--- src/rtl/dmem_port_arbiter_pkg.sv ---
// dmem_port_arbiter_pkg
// Shared definitions for the data-memory port arbiter: FSM state encoding,
// funct3 access codes, alignment masks and the misalignment helper.
// No ports (package).
package dmem_port_arbiter_pkg;

    // Arbiter FSM: IDLE accepts requests, RESP returns one cycle of load data.
    typedef enum logic {
        IDLE = 1'b0,
        RESP = 1'b1
    } arb_state_t;

    // funct3 access codes as seen on the load/store path.
    localparam logic [2:0] ACC_BYTE   = 3'b000;
    localparam logic [2:0] ACC_HALF   = 3'b001;
    localparam logic [2:0] ACC_WORD   = 3'b010;
    localparam logic [2:0] ACC_BYTE_U = 3'b100;
    localparam logic [2:0] ACC_HALF_U = 3'b101;

    // Low address bits that must be zero for each access size.
    localparam logic [1:0] BYTE_ALIGN_MASK = 2'b00;
    localparam logic [1:0] HALF_ALIGN_MASK = 2'b01;
    localparam logic [1:0] WORD_ALIGN_MASK = 2'b11;

    // Codes that are neither byte nor half are held to word alignment, so an
    // undefined code can never slip through on a weaker check.
    function automatic logic is_misaligned(input logic [2:0] access,
                                           input logic [1:0] addr_lsb);
        logic [1:0] mask;
        case (access)
            ACC_BYTE, ACC_BYTE_U: mask = BYTE_ALIGN_MASK;
            ACC_HALF, ACC_HALF_U: mask = HALF_ALIGN_MASK;
            ACC_WORD:             mask = WORD_ALIGN_MASK;
            default:              mask = WORD_ALIGN_MASK;
        endcase
        return (addr_lsb & mask) != 2'b00;
    endfunction

endpackage

--- src/rtl/dmem_port_arbiter_rr.sv ---
// rr_arbiter2
// Two-way round-robin pick with its priority pointer.
// Ports:
//   clk, rst   clock and synchronous active-high reset
//   req[1:0]   requests competing this cycle
//   advance    a grant is being taken; move the pointer
//   grant[1:0] one-hot (or zero) winner, combinational
module rr_arbiter2 #(
    parameter int RR_INIT = 0
) (
    input  logic       clk,
    input  logic       rst,
    input  logic [1:0] req,
    input  logic       advance,
    output logic [1:0] grant
);

    localparam logic INIT_PTR = (RR_INIT != 0);

    // Index of the requester that wins a tie.
    logic prio;

    // A lone requester always wins; on a tie the pointer decides.
    always_comb begin
        grant = 2'b00;
        case (req)
            2'b01:   grant = 2'b01;
            2'b10:   grant = 2'b10;
            2'b11:   grant = prio ? 2'b10 : 2'b01;
            default: grant = 2'b00;
        endcase
    end

    // After a grant the tie goes to the other requester: if 0 was granted,
    // grant[0] is 1 and priority passes to 1, and vice versa.
    always_ff @(posedge clk) begin
        if (rst) begin
            prio <= INIT_PTR;
        end else if (advance) begin
            prio <= grant[0];
        end
    end

endmodule

--- src/rtl/dmem_port_arbiter.sv ---
// dmem_port_arbiter
// Shares one data-memory port between the core load/store path (requester 0)
// and the edgcol engine (requester 1). Stores complete in the grant cycle;
// loads return data one cycle later, during which no new grant is issued.
// Misaligned accesses are accepted and rejected with err in the same cycle.
// Ports:
//   clk, rst                 clock, synchronous active-high reset
//   reqX/weX/addrX/wdataX/accessX   request side of requester X
//   gntX/rvalidX/rdataX/errX        response side of requester X
//   memRdEna/memWrEna/memAddr/memWrData/memAccess   memory command
//   memRdData                memory read data, one cycle after memRdEna
module dmem_port_arbiter
    import dmem_port_arbiter_pkg::*;
#(
    parameter int N       = 32,
    parameter int RR_INIT = 0
) (
    input  logic         clk,
    input  logic         rst,
    input  logic         req0,
    input  logic         we0,
    input  logic [N-1:0] addr0,
    input  logic [N-1:0] wdata0,
    input  logic [2:0]   access0,
    input  logic         req1,
    input  logic         we1,
    input  logic [N-1:0] addr1,
    input  logic [N-1:0] wdata1,
    input  logic [2:0]   access1,
    output logic         gnt0,
    output logic         gnt1,
    output logic         rvalid0,
    output logic         rvalid1,
    output logic [N-1:0] rdata0,
    output logic [N-1:0] rdata1,
    output logic         err0,
    output logic         err1,
    output logic         memRdEna,
    output logic         memWrEna,
    output logic [N-1:0] memAddr,
    output logic [N-1:0] memWrData,
    output logic [2:0]   memAccess,
    input  logic [N-1:0] memRdData
);

    arb_state_t   state;
    logic         owner;
    logic [N-1:0] rdata0_q;
    logic [N-1:0] rdata1_q;

    logic [1:0]   arb_req;
    logic [1:0]   arb_grant;
    logic         advance;
    logic         sel;
    logic         sel_we;
    logic [N-1:0] sel_addr;
    logic [N-1:0] sel_wdata;
    logic [2:0]   sel_access;
    logic         misaligned;
    logic         resp_active;

    // Requests only compete in IDLE; reset wins over any request.
    assign arb_req = (state == IDLE && !rst) ? {req1, req0} : 2'b00;
    assign advance = |arb_grant;

    rr_arbiter2 #(
        .RR_INIT(RR_INIT)
    ) u_rr (
        .clk    (clk),
        .rst    (rst),
        .req    (arb_req),
        .advance(advance),
        .grant  (arb_grant)
    );

    assign sel        = arb_grant[1];
    assign sel_we     = sel ? we1     : we0;
    assign sel_addr   = sel ? addr1   : addr0;
    assign sel_wdata  = sel ? wdata1  : wdata0;
    assign sel_access = sel ? access1 : access0;
    assign misaligned = is_misaligned(sel_access, sel_addr[1:0]);

    // Grant-cycle command: the memory bus carries the winner's request only
    // when it is aligned; otherwise the grant is paired with err and the bus
    // stays quiet.
    always_comb begin
        gnt0      = arb_grant[0];
        gnt1      = arb_grant[1];
        err0      = 1'b0;
        err1      = 1'b0;
        memRdEna  = 1'b0;
        memWrEna  = 1'b0;
        memAddr   = '0;
        memWrData = '0;
        memAccess = 3'b000;
        if (advance) begin
            if (misaligned) begin
                err0 = arb_grant[0];
                err1 = arb_grant[1];
            end else begin
                memAddr   = sel_addr;
                memWrData = sel_wdata;
                memAccess = sel_access;
                memWrEna  = sel_we;
                memRdEna  = !sel_we;
            end
        end
    end

    // Load data is forwarded straight from memory in the RESP cycle; the
    // registered copy keeps rdata stable afterwards. Reset suppresses a
    // pending response so an aborted load never pulses rvalid.
    assign resp_active = (state == RESP) && !rst;
    assign rvalid0     = resp_active && !owner;
    assign rvalid1     = resp_active && owner;
    assign rdata0      = rst ? '0 : (rvalid0 ? memRdData : rdata0_q);
    assign rdata1      = rst ? '0 : (rvalid1 ? memRdData : rdata1_q);

    // FSM: an aligned granted load records its owner and moves to RESP;
    // RESP captures the returned data and always falls back to IDLE.
    always_ff @(posedge clk) begin
        if (rst) begin
            state    <= IDLE;
            owner    <= 1'b0;
            rdata0_q <= '0;
            rdata1_q <= '0;
        end else begin
            case (state)
                IDLE: begin
                    if (advance && !misaligned && !sel_we) begin
                        state <= RESP;
                        owner <= sel;
                    end
                end
                RESP: begin
                    if (owner) begin
                        rdata1_q <= memRdData;
                    end else begin
                        rdata0_q <= memRdData;
                    end
                    state <= IDLE;
                end
                default: state <= IDLE;
            endcase
        end
    end

endmodule

--- config.mk ---
export PLATFORM = sky130hd
export DESIGN_NAME = dmem_port_arbiter
export DESIGN_NICKNAME = d
export VERILOG_FILES = /design/src/rtl/dmem_port_arbiter_pkg.sv /design/src/rtl/dmem_port_arbiter_rr.sv /design/src/rtl/dmem_port_arbiter.sv
export SDC_FILE = /design/constraint.sdc
export NUM_CORES = 1
export LEC_CHECK = 0
export BUFFER_PORTS_ARGS = -buffer_cell sky130_fd_sc_hd__buf_4
export CAP_MARGIN = 5
export CORE_AREA = 2 2 121 123
export CTS_BUF_LIST = sky130_fd_sc_hd__clkbuf_16
export CTS_CLUSTER_SIZE = 8
export DETAILED_ROUTE_END_ITERATION = 8
export DIE_AREA = 0 0 123 125
export HOLD_SLACK_MARGIN = 0.06
export SLEW_MARGIN = 20
export SYNTH_ARGS = -nofsm -noshare
export SYNTH_HDL_FRONTEND = slang
export SYNTH_HIERARCHICAL = 1
export SYNTH_SLANG_ARGS = --single-unit
--- constraint.sdc ---
create_clock -name clk -period 2.64 [get_ports clk]
set_input_delay 0 -clock clk [delete_from_list [all_inputs] [get_ports clk]]
set_output_delay 0 -clock clk [all_outputs]
set_load 0.02 [all_outputs]
After elaboration in Yosys (flattened, before gate mapping)
Index checks and enable logic that the tools add are counted.
Widths: inputs -> output; s select.
- input port bits: 172
- register bits after elaboration: 67
- output and inout port bits: 139
- bitwise logic cells: 3
- reduce and logical (&&, ||, !) cells: 18
- multiplexer cells: 28
- equal/unequal tests: 6
- operators by type and width (operator ; count):
    $mux 32 ; 10
    $mux 1 ; 10
    $mux 3 ; 3
    $eq 3x3->1 const B ; 2
    $logic_and 1x1->1 ; 6
    $pmux 2 s3 ; 1
    $reduce_and 2->1 ; 3
    $reduce_or 2->1 ; 3
    $eq 2x2->1 const B ; 2
    $logic_not 1->1 ; 4
    $mux 2 ; 2
    $pmux 2 s2 ; 1
    $eq 3x1->1 const B ; 1
    $logic_not 3->1 ; 1
    $and 2x2->2 ; 1
    $eq 2x1->1 const B ; 1
    $not 1->1 ; 2
    $pmux 1 s2 ; 1
    $reduce_bool 2->1 ; 1

Depth between registers and ports, before layout
Gate-level depths: netlist (run 1).
- depth after elaboration: 16
- depth in mapped cells: 9
- depth with buffers taken out: 6

By module
Netlist (run 1), hierarchy kept.
- by module, submodules not included (module ; cells each ; instances ; seq. area each (um^2) ; area each (um^2)):
    dmem_port_arbiter ; 531 ; 1 ; 1321.3 ; 3787.4
    rr_arbiter2 ; 7 ; 1 ; 20.0 ; 67.6

Least setup slack after synthesis (run 1)
Ideal clock, no wire load.
- path kind: input to register
- start: input port rst
- end: register owner
- arrival time: 2.332 ns
- library setup time: 0.132 ns
- cell stages on the path: 8
- path buffers: 3
- setup slack: 0.176 ns
- cell sequence: buf_2 -> clkbuf_1 -> nor3b_1 -> a21boi_0 -> buf_4 -> mux2_4 -> o41ai_2 -> a21oi_1
- longest elaborated chain between the ends: 15
- RTL lines (what ; line ; text):
    from (decl) ; dmem_port_arbiter.sv:19 ; input logic rst,
    $logic_not 1->1 * ; dmem_port_arbiter.sv:63 ; assign arb_req = (state == IDLE && !rst) ? {req1, req0} : 2'b00;
    $logic_and 1x1->1 * ; dmem_port_arbiter.sv:63 ;
    $mux 2 * ; dmem_port_arbiter.sv:63 ;
    net arb_req[1] ; dmem_port_arbiter.sv:51 ; logic [1:0] arb_req;
    $eq 2x2->1 or $eq 2x1->1 (tied branches) ; dmem_port_arbiter_rr.sv:26 ; case (req)
    $pmux 2 s3 * ; dmem_port_arbiter_rr.sv:26 ;
    net gnt1 ; dmem_port_arbiter.sv:31 ; output logic gnt1,
    $mux 3 ; dmem_port_arbiter.sv:80 ; assign sel_access = sel ? access1 : access0;
    $eq 3x1->1 (tied with other cells) ; dmem_port_arbiter_pkg.sv:30 ; case (access)
    $reduce_or 2->1 ; dmem_port_arbiter_pkg.sv:30 ;
    $pmux 2 s2 ; dmem_port_arbiter_pkg.sv:30 ;
    $and 2x2->2 ; dmem_port_arbiter_pkg.sv:36 ; return (addr_lsb & mask) != 2'b00;
    $reduce_bool 2->1 ; dmem_port_arbiter_pkg.sv:36 ;
    $logic_not 1->1 ; dmem_port_arbiter.sv:130 ; if (advance && !misaligned && !sel_we) begin
    $logic_and 1x1->1 (2 in series) ; dmem_port_arbiter.sv:130 ;
    $reduce_and 2->1 (no source line) ; - ;
    to (signal assigned) ; dmem_port_arbiter.sv:132 ; owner <= sel;
    to (decl) ; dmem_port_arbiter.sv:47 ; logic owner;
The timed path passes the listed nets; every way through them passes the cells marked *.
A chain may end at the register's enable or synchronous reset.

Worst setup path in the final report (run 1)
- start: register state
- end: output port memWrData[4]
- longest elaborated chain between the ends: 13
- RTL lines (what ; line ; text):
    from (decl) ; dmem_port_arbiter.sv:46 ; arb_state_t state;
    from (signal assigned) ; dmem_port_arbiter.sv:123 ; state <= IDLE;
    from (signal assigned) ; dmem_port_arbiter.sv:131 ; state <= RESP;
    from (signal assigned) ; dmem_port_arbiter.sv:141 ; state <= IDLE;
    $not 1->1 * ; - ;
    $logic_and 1x1->1 * ; dmem_port_arbiter.sv:63 ;
    $mux 2 * ; dmem_port_arbiter.sv:63 ;
    net arb_req[1] ; dmem_port_arbiter.sv:51 ;
    $eq 2x2->1 or $eq 2x1->1 (tied branches) ; dmem_port_arbiter_rr.sv:26 ;
    $pmux 2 s3 * ; dmem_port_arbiter_rr.sv:26 ;
    $mux 3 ; dmem_port_arbiter.sv:80 ;
    $eq 3x1->1 (tied with other cells) ; dmem_port_arbiter_pkg.sv:30 ;
    $reduce_or 2->1 ; dmem_port_arbiter_pkg.sv:30 ;
    $pmux 2 s2 ; dmem_port_arbiter_pkg.sv:30 ;
    $and 2x2->2 ; dmem_port_arbiter_pkg.sv:36 ;
    $reduce_bool 2->1 ; dmem_port_arbiter_pkg.sv:36 ;
    $mux 32 ; dmem_port_arbiter.sv:97 ; if (misaligned) begin
    $mux 32 * ; dmem_port_arbiter.sv:96 ; if (advance) begin
    to (decl) ; dmem_port_arbiter.sv:41 ; output logic [N-1:0] memWrData,
Marked as above.

==> results.toml, run 1 <==
[run_status]
status = "completed"

[worst_setup_path]
rr_endpoint = "state"
ff2ff_path_depth = 6
worst_ep_arrival_time_ns = 2.45
rrSetupSlack_ns = 0.45
end_kind = "output port"
reg2reg_from = "state"
critPathLaunchType = "register"
critPathMaxFanout = 25
crit_type = "reg2out"
critPathRequiredTime_ns = 2.64

[clock_network]
insertion_delay_ns = 0.33
cts.sinks = 67
tritoncts = "built"
h-tree-depth = 3
cts_buffer_depth = 2
root_buffer = "clkbuf_16"
cts_setup_buffers = 0
cts_inserted_buffers = 9
cts.clk_slew.worst_paths_ns = 0.06

[global_route]
antenna_found_initial = 3
grt_max_degree = 115
grt_pass1_wl_um = 24270
grtUsageTotal_pct = 20.56
grt_pass1_vias = 4444
overflow = 0

[floorplanning]
fp.dieW_um = 123
dieArea_um2 = 15380
ios = 311
die_h_um = 125
core_area_um2 = 14200
initial_utilization_pct = 27.14
row_count = 44

[synth]
synth_area_per_cell_um2 = 7.165
syn-num-nets = 710
synth-adder-area-share_pct = 0
synthMuxAreaShare_pct = 17.27
postSynthCellCount = 538
synth_xor_area_share_pct = 0
ys_seq_elements = 67
synth_top_family_by_area = "simple AND/OR/NAND/NOR gates"
synth_area_um2 = 3855
synth.distinct_cells = 30
synth_compound_area_share_pct = 19.41
yosysWarnings = 6
ys_seq_area_share_pct = 34.79
synth-simple-area-share_pct = 22.69

[routing]
wl_per_cell_um = 15.65
first_iter_violations = 242
drtAntennaViolNets = 0
route.detailed.drc = 0
viasPerCell = 4.583
drt_wl_total_um = 16700
dr.pass1.iters = 4
num_vias = 4890

[timing]
post-route-min-period_ns = 2.447
rsz0062_at_grt = "false"
finalMaxSlewViolations = 0
max_slew_margin_pct = 28.99
finalSetupTns_ns = 0
holdWs_ns = 0.08824
fmax_mhz = 408.6
finalCritPeriodShare_pct = 92.69
worst_pin_slew_ns = 1.065
fin_skew_ns = 0.007157
report.final.hold_viol_count = 0
setup_viol = 0

[cells_and_area]
drive_above_1_share_pct = 40.91
synthToLayoutAreaGrowth_pct = 85.52
nets = 1047
fillers = 1457

[power_and_ir_drop]
p_per_area_nw_per_um2 = 438.6
p_int_mw = 2.276
switchingPower_mw = 0.8614
power_frac_comb_pct = 25.7
power_frac_clock_pct = 41.4
p_sw_share_pct = 27.46
ir_worst_vdd_uv = 271.5
p_leak_nw = 3.209
seq_power_share_pct = 32.8

[worst_hold_path]
hp-start = "rst"
holdPathEnd = "u_rr/prio"
min_path_cells = 3
hold_path.class = "in2reg"

[placed_design]
port_buffers = 310
gp_congestion = 0.7956
dp_hpwl_um = 12960

[job]
cap_violations = 0
critical path, stage by stage (launching register included):
cell	delay [ns]
dfxtp_1	0.34
nor3b_2	0.24
a21boi_4	0.28
nand2b_1	0.18
o22a_1	0.23
nand3_4	0.18
buf_12	0.22
buf_4	0.14
nor2_1	0.14
buf_4	0.17
cells in the mapped netlist:
master,number,area share [%]
buf_4,4,0.78
nand3_2,1,0.26
nor3b_1,2,0.39
nand2_1,130,13
a21oi_1,131,17
nand2b_1,2,0.32
mux2i_1,65,17
inv_1,2,0.19
a31o_1,1,0.23
mux2_4,1,0.39
o21bai_1,1,0.19
o22ai_1,1,0.16
clkbuf_1,16,1.6
buf_1,3,0.29
o22a_1,1,0.23
buf_2,21,2.7
nor2_1,73,7.1
o41ai_2,1,0.42
a21boi_2,1,0.29
nor2b_1,5,0.81
and2_1,1,0.16
or2_2,1,0.16
a32o_1,1,0.26
a21boi_0,1,0.19
nor4_2,1,0.32
nand4_1,1,0.16
nor3b_2,1,0.32
a32oi_2,1,0.42
buf_6,1,0.29
dfxtp_1,67,35
power by group through the flow:
stage | Combinational (mW) | Clock, mW | Sequential (mW)
final | 0.808 | 1.30 | 1.03
after global routing | 0.869 | 1.39 | 1.03
after CTS | 0.809 | 1.33 | 1.03
after detailed placement | 0.762 | 0 | 1.05
after global placement | 0.760 | 0 | 1.05
after floorplan | 0.357 | 0 | 1.05
worst max-delay path by stage:
stage | depth (start not counted) | startpoint | endpoint | slack (ns)
2_1_floorplan | 8 | rst | owner | 0.18
3_3_place_gp | 9 | state | memAddr[17] | 0.48
3_5_place_dp | 9 | state | memWrData[4] | 0.40
4_1_cts | 9 | state | memWrData[4] | 0.04
5_1_grt | 9 | state | memWrData[4] | 0.03
6_report | 9 | state | memWrData[4] | 0.19
cell families after synthesis:
kind of cell | after synthesis
mux | 66
buf+inv | 47
flops | 67
simple gates | 218
compound gates | 140
flip-flops by register name (all words and copies together) (netlist names):
| name | cells |
|---|---|
| rdata0_q | 32 |
| rdata1_q | 32 |
| owner | 1 |
| state | 1 |
| u_rr/prio | 1 |
per-stage QoR:
step | total power, mW | utilization (%) | cells | worst slack [ns] | cell area (µm²)
floorplan | 1.408 | - | 538 | 0.1756 | 3855
global placement | 1.811 | 45.14 | 1009 | 0.4799 | 6411
detailed placement | 1.813 | 45.14 | 1009 | 0.4011 | 6411
CTS | 3.168 | 50.18 | 1064 | 0.03740 | 7127
global route | 3.287 | 50.35 | 1067 | 0.03326 | 7152
finish | 3.137 | 50.35 | 1067 | 0.1929 | 7152
metal layers:
| metal | part of all wire [%] | global-route usage, % | vias up |
|---|---|---|---|
| li1 | - | - | 2489 |
| met1 | 38 | 23.52 | 2199 |
| met2 | 50 | 35.62 | 176 |
| met3 | 8.5 | 5.611 | 26 |
| met4 | 3.0 | 8.623 | 0 |
| met5 | 0 | 0 | - |
cell type report:
type	count	area (µm²)	share of cell area [%]
Antenna cell	3	7.507	0.1050
Multi-Input combinational cell	424	2320	32.44
Timing Repair Buffer	371	2920	40.83
Tap cell	184	230.2	3.219
Clock buffer	9	225.2	3.149
Sequential cell	67	1341	18.75
Clock inverter	7	100.1	1.400
Inverter	2	7.507	0.1050
placed cells by master (no fill, tap or decap), types with 3 or more instances in the layout:
| master | instances |
|---|---|
| a21oi_1 | 131 |
| nand2_1 | 130 |
| dfxtp_1 | 67 |
| buf_4 | 329 |
| dlygate4sd3_1 | 39 |
| mux2i_1 | 65 |
| nor3b_2 | 3 |
| nor2b_1 | 4 |
| buf_12 | 3 |
| nor2_1 | 73 |
| clkbuf_16 | 9 |
| diode_2 | 3 |
| clkinv_4 | 3 |
what timing repair did:
item | 4_1_cts | 5_1_grt
endpoints found under the setup margin | 0 | 37
endpoints found under the hold margin | 66 | 0
hold buffers | 39 | 0
resized for setup | 0 | 3
No activity file was read; power rests on OpenSTA's default activity.
==> inputs of run 2 (changes only) <==
Settings changed: PLACE_DENSITY set to 0.68.
==> results.toml, run 2 (synthesis gave the netlist of run 1 again) <==
[timing]
report.final.hold_viol_count = 0
worst_pin_slew_ns = 0.8730
finalSetupTns_ns = 0
rsz0062_at_grt = "false"
finalMaxSlewViolations = 0
fin_skew_ns = 0.006181
layout_setup_ws_ns = 0.1539
max_slew_margin_pct = 41.80
finalCritPeriodShare_pct = 94.17
setup_viol = 0
fmax_mhz = 402.2
post-route-min-period_ns = 2.486

[job]
cap_violations = 0

[floorplanning]
fp.dieW_um = 123
dieArea_um2 = 15380
ios = 311
core_area_um2 = 14200
initial_utilization_pct = 27.14
row_count = 44
die_h_um = 125

[placed_design]
port_buffers = 310
dp_hpwl_um = 12490
gp_congestion = 0.8557
dp_slack_ns = 0.4239

[routing]
highest-signal-layer = "met4"
viasPerCell = 4.702
dr.pass1.iters = 5
first_iter_violations = 209
route.detailed.drc = 0
drt_wl_total_um = 16590
wl_met3_um = 1346
num_vias = 4951
wl_per_cell_um = 15.75
m1WireLength_um = 6485
drtAntennaViolNets = 0
wl_met2_um = 8042

[power_and_ir_drop]
totalPowerFinal_mw = 3.103
p_int_mw = 2.255
power_frac_comb_pct = 25.8
ir_worst_vdd_uv = 249.7
p_leak_nw = 3.127
power_frac_clock_pct = 41.0
p_sw_share_pct = 27.34
p_per_area_nw_per_um2 = 441.8
switchingPower_mw = 0.8486
seq_power_share_pct = 33.2

[worst_setup_path]
critPathLaunchType = "input port"
rr_endpoint = "state"
cp_slowest_stage_delay_ns = 0.56
path_cells = "dlygate4sd3_1 > buf_4 > nor3b_2 > a21boi_4 > buf_12 > mux2i_1 > nor2_1 > buf_4"
reg2reg_from = "state"
rrSetupSlack_ns = 0.23
worst_path_most_repeated_cell = "buf_4"
ff2ff_path_depth = 6
worst_ep_arrival_time_ns = 2.49
crit_type = "in2out"
critPathRequiredTime_ns = 2.64
critPathSlowestCell = "dlygate4sd3_1"
end_kind = "output port"
critPathMaxFanout = 65

[clock_network]
cts.sinks = 67
cts_buffer_depth = 2
cts.clk_slew.worst_paths_ns = 0.06
h-tree-depth = 3
root_buffer = "clkbuf_16"
insertion_delay_ns = 0.33
cts_inserted_buffers = 9
cts_setup_buffers = 0
tritoncts = "built"

[global_route]
overflow = 0
grt_max_degree = 95
antenna_found_initial = 2
grtUsageTotal_pct = 20.24
grt_pass1_vias = 4501
grt_pass1_wl_um = 23890

[worst_hold_path]
holdPathEnd = "owner"
hold_path.class = "in2reg"
min_path_cells = 4
hp-start = "access1[0]"

[cells_and_area]
drive_above_1_share_pct = 40.25
final_common_cell = "buf_4"
seq_area_um2 = 1341
reg_top3 = "rdata0_q: 32 flops, rdata1_q: 32 flops"
nets = 1034
mostFrequentLayoutCells = "buf_4 (320), a21oi_1 (131), nand2_1 (130)"
fillers = 1421
synthToLayoutAreaGrowth_pct = 82.21
multi_input_area_um2 = 2320

[run_status]
status = "completed"
## run 2: changes by cell type in the layout (fill, tap and decap cells not counted)
cell / change
buf_4: -9
clkinv_4: -3
dlygate4sd3_1: -3
clkinvlp_4: +2
buf_12: -1
diode_2: -1
inv_1: +1
## run 2: timing repair
item,in CTS,in global routing
hold endpoints to repair,66,0
hold buffers,36,0
endpoints found under the setup margin,0,63
resized for setup,0,3
## run 2: area by class of cell
cell class | instances | share of cell area [%]
timing repair buffer | 358 | 39.90
multi-input combinational | 424 | 33.02
sequential | 67 | 19.10
tap | 184 | 3.278
clock buffer | 9 | 3.206
clock inverter | 7 | 1.318
inverter | 2 | 0.1069
antenna | 2 | 0.07125
## run 2: through the flow
stage | cell area [µm²] | hold WS [ns] | utilization [%] | cells
CTS | 7002 | 0.09076 | 49.30 | 1051
floorplan | 3855 | 0.1588 | - | 538
detailed placement | 6324 | 0.2176 | 44.52 | 999
global route | 7022 | 0.1537 | 49.44 | 1052
finish | 7024 | 0.1413 | 49.45 | 1053
global placement | 6324 | 0.2205 | 44.52 | 999
## run 2: worst max-delay path, delay by kind of cell
family,cells,cell delay [ns]
AND/OR/NAND/NOR,2,0.32
buffers and inverters,4,1.30
AO/OA/AOI/OAI,1,0.33
multiplexers,1,0.48
## run 2: layer usage
| layer | vias up | GRT usage (%) |
|---|---|---|
| met3 | 38 | 4.836 |
| met2 | 212 | 34.12 |
| met1 | 2239 | 23.75 |
| met4 | 0 | 9.960 |
| li1 | 2462 | - |
| met5 | - | 0 |
## run 2: power by group through the flow
stage | Clock (mW) | Combinational, mW | Sequential [mW]
final | 1.27 | 0.802 | 1.03
after global routing | 1.34 | 0.859 | 1.03
after CTS | 1.30 | 0.801 | 1.03
after detailed placement | 0 | 0.755 | 1.05
after global placement | 0 | 0.750 | 1.05
after floorplan | 0 | 0.357 | 1.05
## run 2: worst max-delay path by stage
stage                     to  startpoint  slack [ns]
3_3_place_gp   memWrData[16]       state        0.50
2_1_floorplan          owner         rst        0.18
5_1_grt        memWrData[21]       state        0.06
3_5_place_dp   memWrData[21]       state        0.42
4_1_cts        memWrData[21]         rst        0.04
6_report       memWrData[16]         rst        0.15
==> inputs of run 3 (changes only) <==
Settings changed: CORE_AREA 2 2 121 123 to 2 2 120 122, CTS_CLUSTER_SIZE 8 to 20, DIE_AREA 0 0 123 125 to 0 0 122 124, PLACE_DENSITY 0.68 to 0.71.
Clock period 2.64 ns to 2.19 ns, I/O delays scaled along.
==> results.toml, run 3 (synthesis gave the netlist of run 1 again) <==
[run_status]
status = "finished, violations left"
violations = "negative setup slack"

[cells_and_area]
nets = 1062
synthToLayoutAreaGrowth_pct = 117.4
reg_top3 = "rdata0_q: 32 flops, rdata1_q: 32 flops"
drive_above_1_share_pct = 53.24
final_common_cell = "buf_4"
mostFrequentLayoutCells = "buf_4 (271), a21oi_1 (130), nand2_1 (129)"

[routing]
drtAntennaViolNets = 0
wl_per_cell_um = 19.53
first_iter_violations = 273
num_vias = 5359
viasPerCell = 4.976
dr.pass1.iters = 4
route.detailed.drc = 0
drt_wl_total_um = 21040

[clock_network]
root_buffer = "clkbuf_16"
h-tree-depth = 3
cts_inserted_buffers = 9
cts.sinks = 67
insertion_delay_ns = 0.32
cts.clk_slew.worst_paths_ns = 0.05
cts_buffer_depth = 2
tritoncts = "built"

[timing]
holdWs_ns = 0.09511
max_slew_margin_pct = 49.97
finalCritPeriodShare_pct = 108.7
worst_pin_slew_ns = 0.7504
rsz0062_at_grt = "true"
setup_viol = 70
report.final.hold_viol_count = 0
post-route-min-period_ns = 2.380
fmax_mhz = 420.2
finalMaxSlewViolations = 0
layout_setup_ws_ns = -0.1900
fin_skew_ns = 0.003174

[floorplanning]
ios = 311
fp.dieW_um = 122
dieArea_um2 = 15130
core_area_um2 = 13720
row_count = 43
initial_utilization_pct = 28.10
die_h_um = 124

[worst_setup_path]
end_kind = "output port"
path_cells = "nor3b_4 > a21boi_4 > buf_8 > buf_16 > mux2i_2 > nor2_4 > buf_6"
crit_type = "reg2out"
cp_slowest_stage_delay_ns = 0.59
critPathMaxFanout = 12
critPathTopFamily = "multiplexers"
worst_ep_arrival_time_ns = 2.38
path_buf_inv = 3
critPathSlowestCell = "mux2i_2"
critPathRequiredTime_ns = 2.19
critPathLaunchType = "register"

[global_route]
grt_pass1_wl_um = 25890
antenna_found_initial = 2
overflow = 0
grtUsageTotal_pct = 22.70
grt_max_degree = 79
grt_pass1_vias = 4783

[placed_design]
dp_hpwl_um = 13140
gp_congestion = 0.8200
port_buffers = 310

[power_and_ir_drop]
p_leak_nw = 3.499
totalPowerFinal_mw = 4.034
ir_worst_vdd_uv = 387.8
p_per_area_nw_per_um2 = 481.5

[worst_hold_path]
hold_path.class = "in2reg"

[job]
cap_violations = 0
[run 3: changes by cell type in the layout (fill, tap and decap cells not counted), sizes merged]
cell | previous run | this run
diode | 2 | 3
clkbuf | 9 | 15
dlygate4sd3 | 36 | 34
clkinvlp | 2 | 0
clkinv | 1 | 3
bufbuf | 0 | 1
bufinv | 2 | 1
buf | 322 | 345
[run 3: timing repair]
action,4_1_cts,5_1_grt
pin swaps,4,46
setup endpoints to repair,69,71
buffers inserted,7,5
resized for setup,43,207
hold endpoints to repair,65,0
hold buffers,34,0
gates cloned,3,8
[run 3: cell type report]
class | instances | area (µm²)
fill | 1151 | 5340
timing repair buffer | 386 | 3498
clock inverter | 6 | 50.05
multi-input combinational | 424 | 3020
clock buffer | 9 | 225.2
sequential | 67 | 1345
antenna | 3 | 7.507
tap | 180 | 225.2
inverter | 2 | 7.507
[run 3: metrics by stage]
step | setup TNS [ns] | instances | area, µm² | setup WS, ns | util (%)
5_1_grt | -14.68 | 1077 | 8379 | -0.2551 | 61.08
2_1_floorplan | 0 | 538 | 3859 | 0.1503 | -
6_report | -7.743 | 1077 | 8379 | -0.1900 | 61.08
3_5_place_dp | 0 | 1002 | 6371 | 0.009142 | 46.44
4_1_cts | -3.018 | 1061 | 7310 | -0.08350 | 53.28
3_3_place_gp | 0 | 1002 | 6371 | 0.06916 | 46.44
[run 3: worst reg2reg max path, cell delays in order (launching register included)]
cell       delay [ns]
dfxtp_4          0.37
nor3b_4          0.20
a21boi_4         0.35
buf_4            0.18
clkbuf_16        0.12
buf_4            0.10
mux2_4           0.35
o41ai_4          0.30
a21oi_1          0.10
[run 3: routing by layer]
layer / up-vias / wire length, µm / global-route usage [%]
met5: - / 0 / 0
met4: 0 / 1319 / 12.07
met3: 81 / 1942 / 9.203
met2: 259 / 10030 / 37.15
met1: 2495 / 7743 / 25.34
li1: 2524 / - / -
[run 3: worst paths after layout]
kind                from       endpoint  slack (ns)  cells past startpoint
max                state  memWrData[11]       -0.19                      7
min             addr0[0]          owner         0.1                      4
max reg2reg        state          owner       -0.03                      8
min reg2reg  rdata0_q[7]    rdata0_q[7]        0.46                      2
[run 3: power by group]
part	internal (mW)	total [mW]	switching [mW]
combinational	0.726	1.44	0.713
clock	0.856	1.35	0.498
sequential	1.24	1.24	0.00668
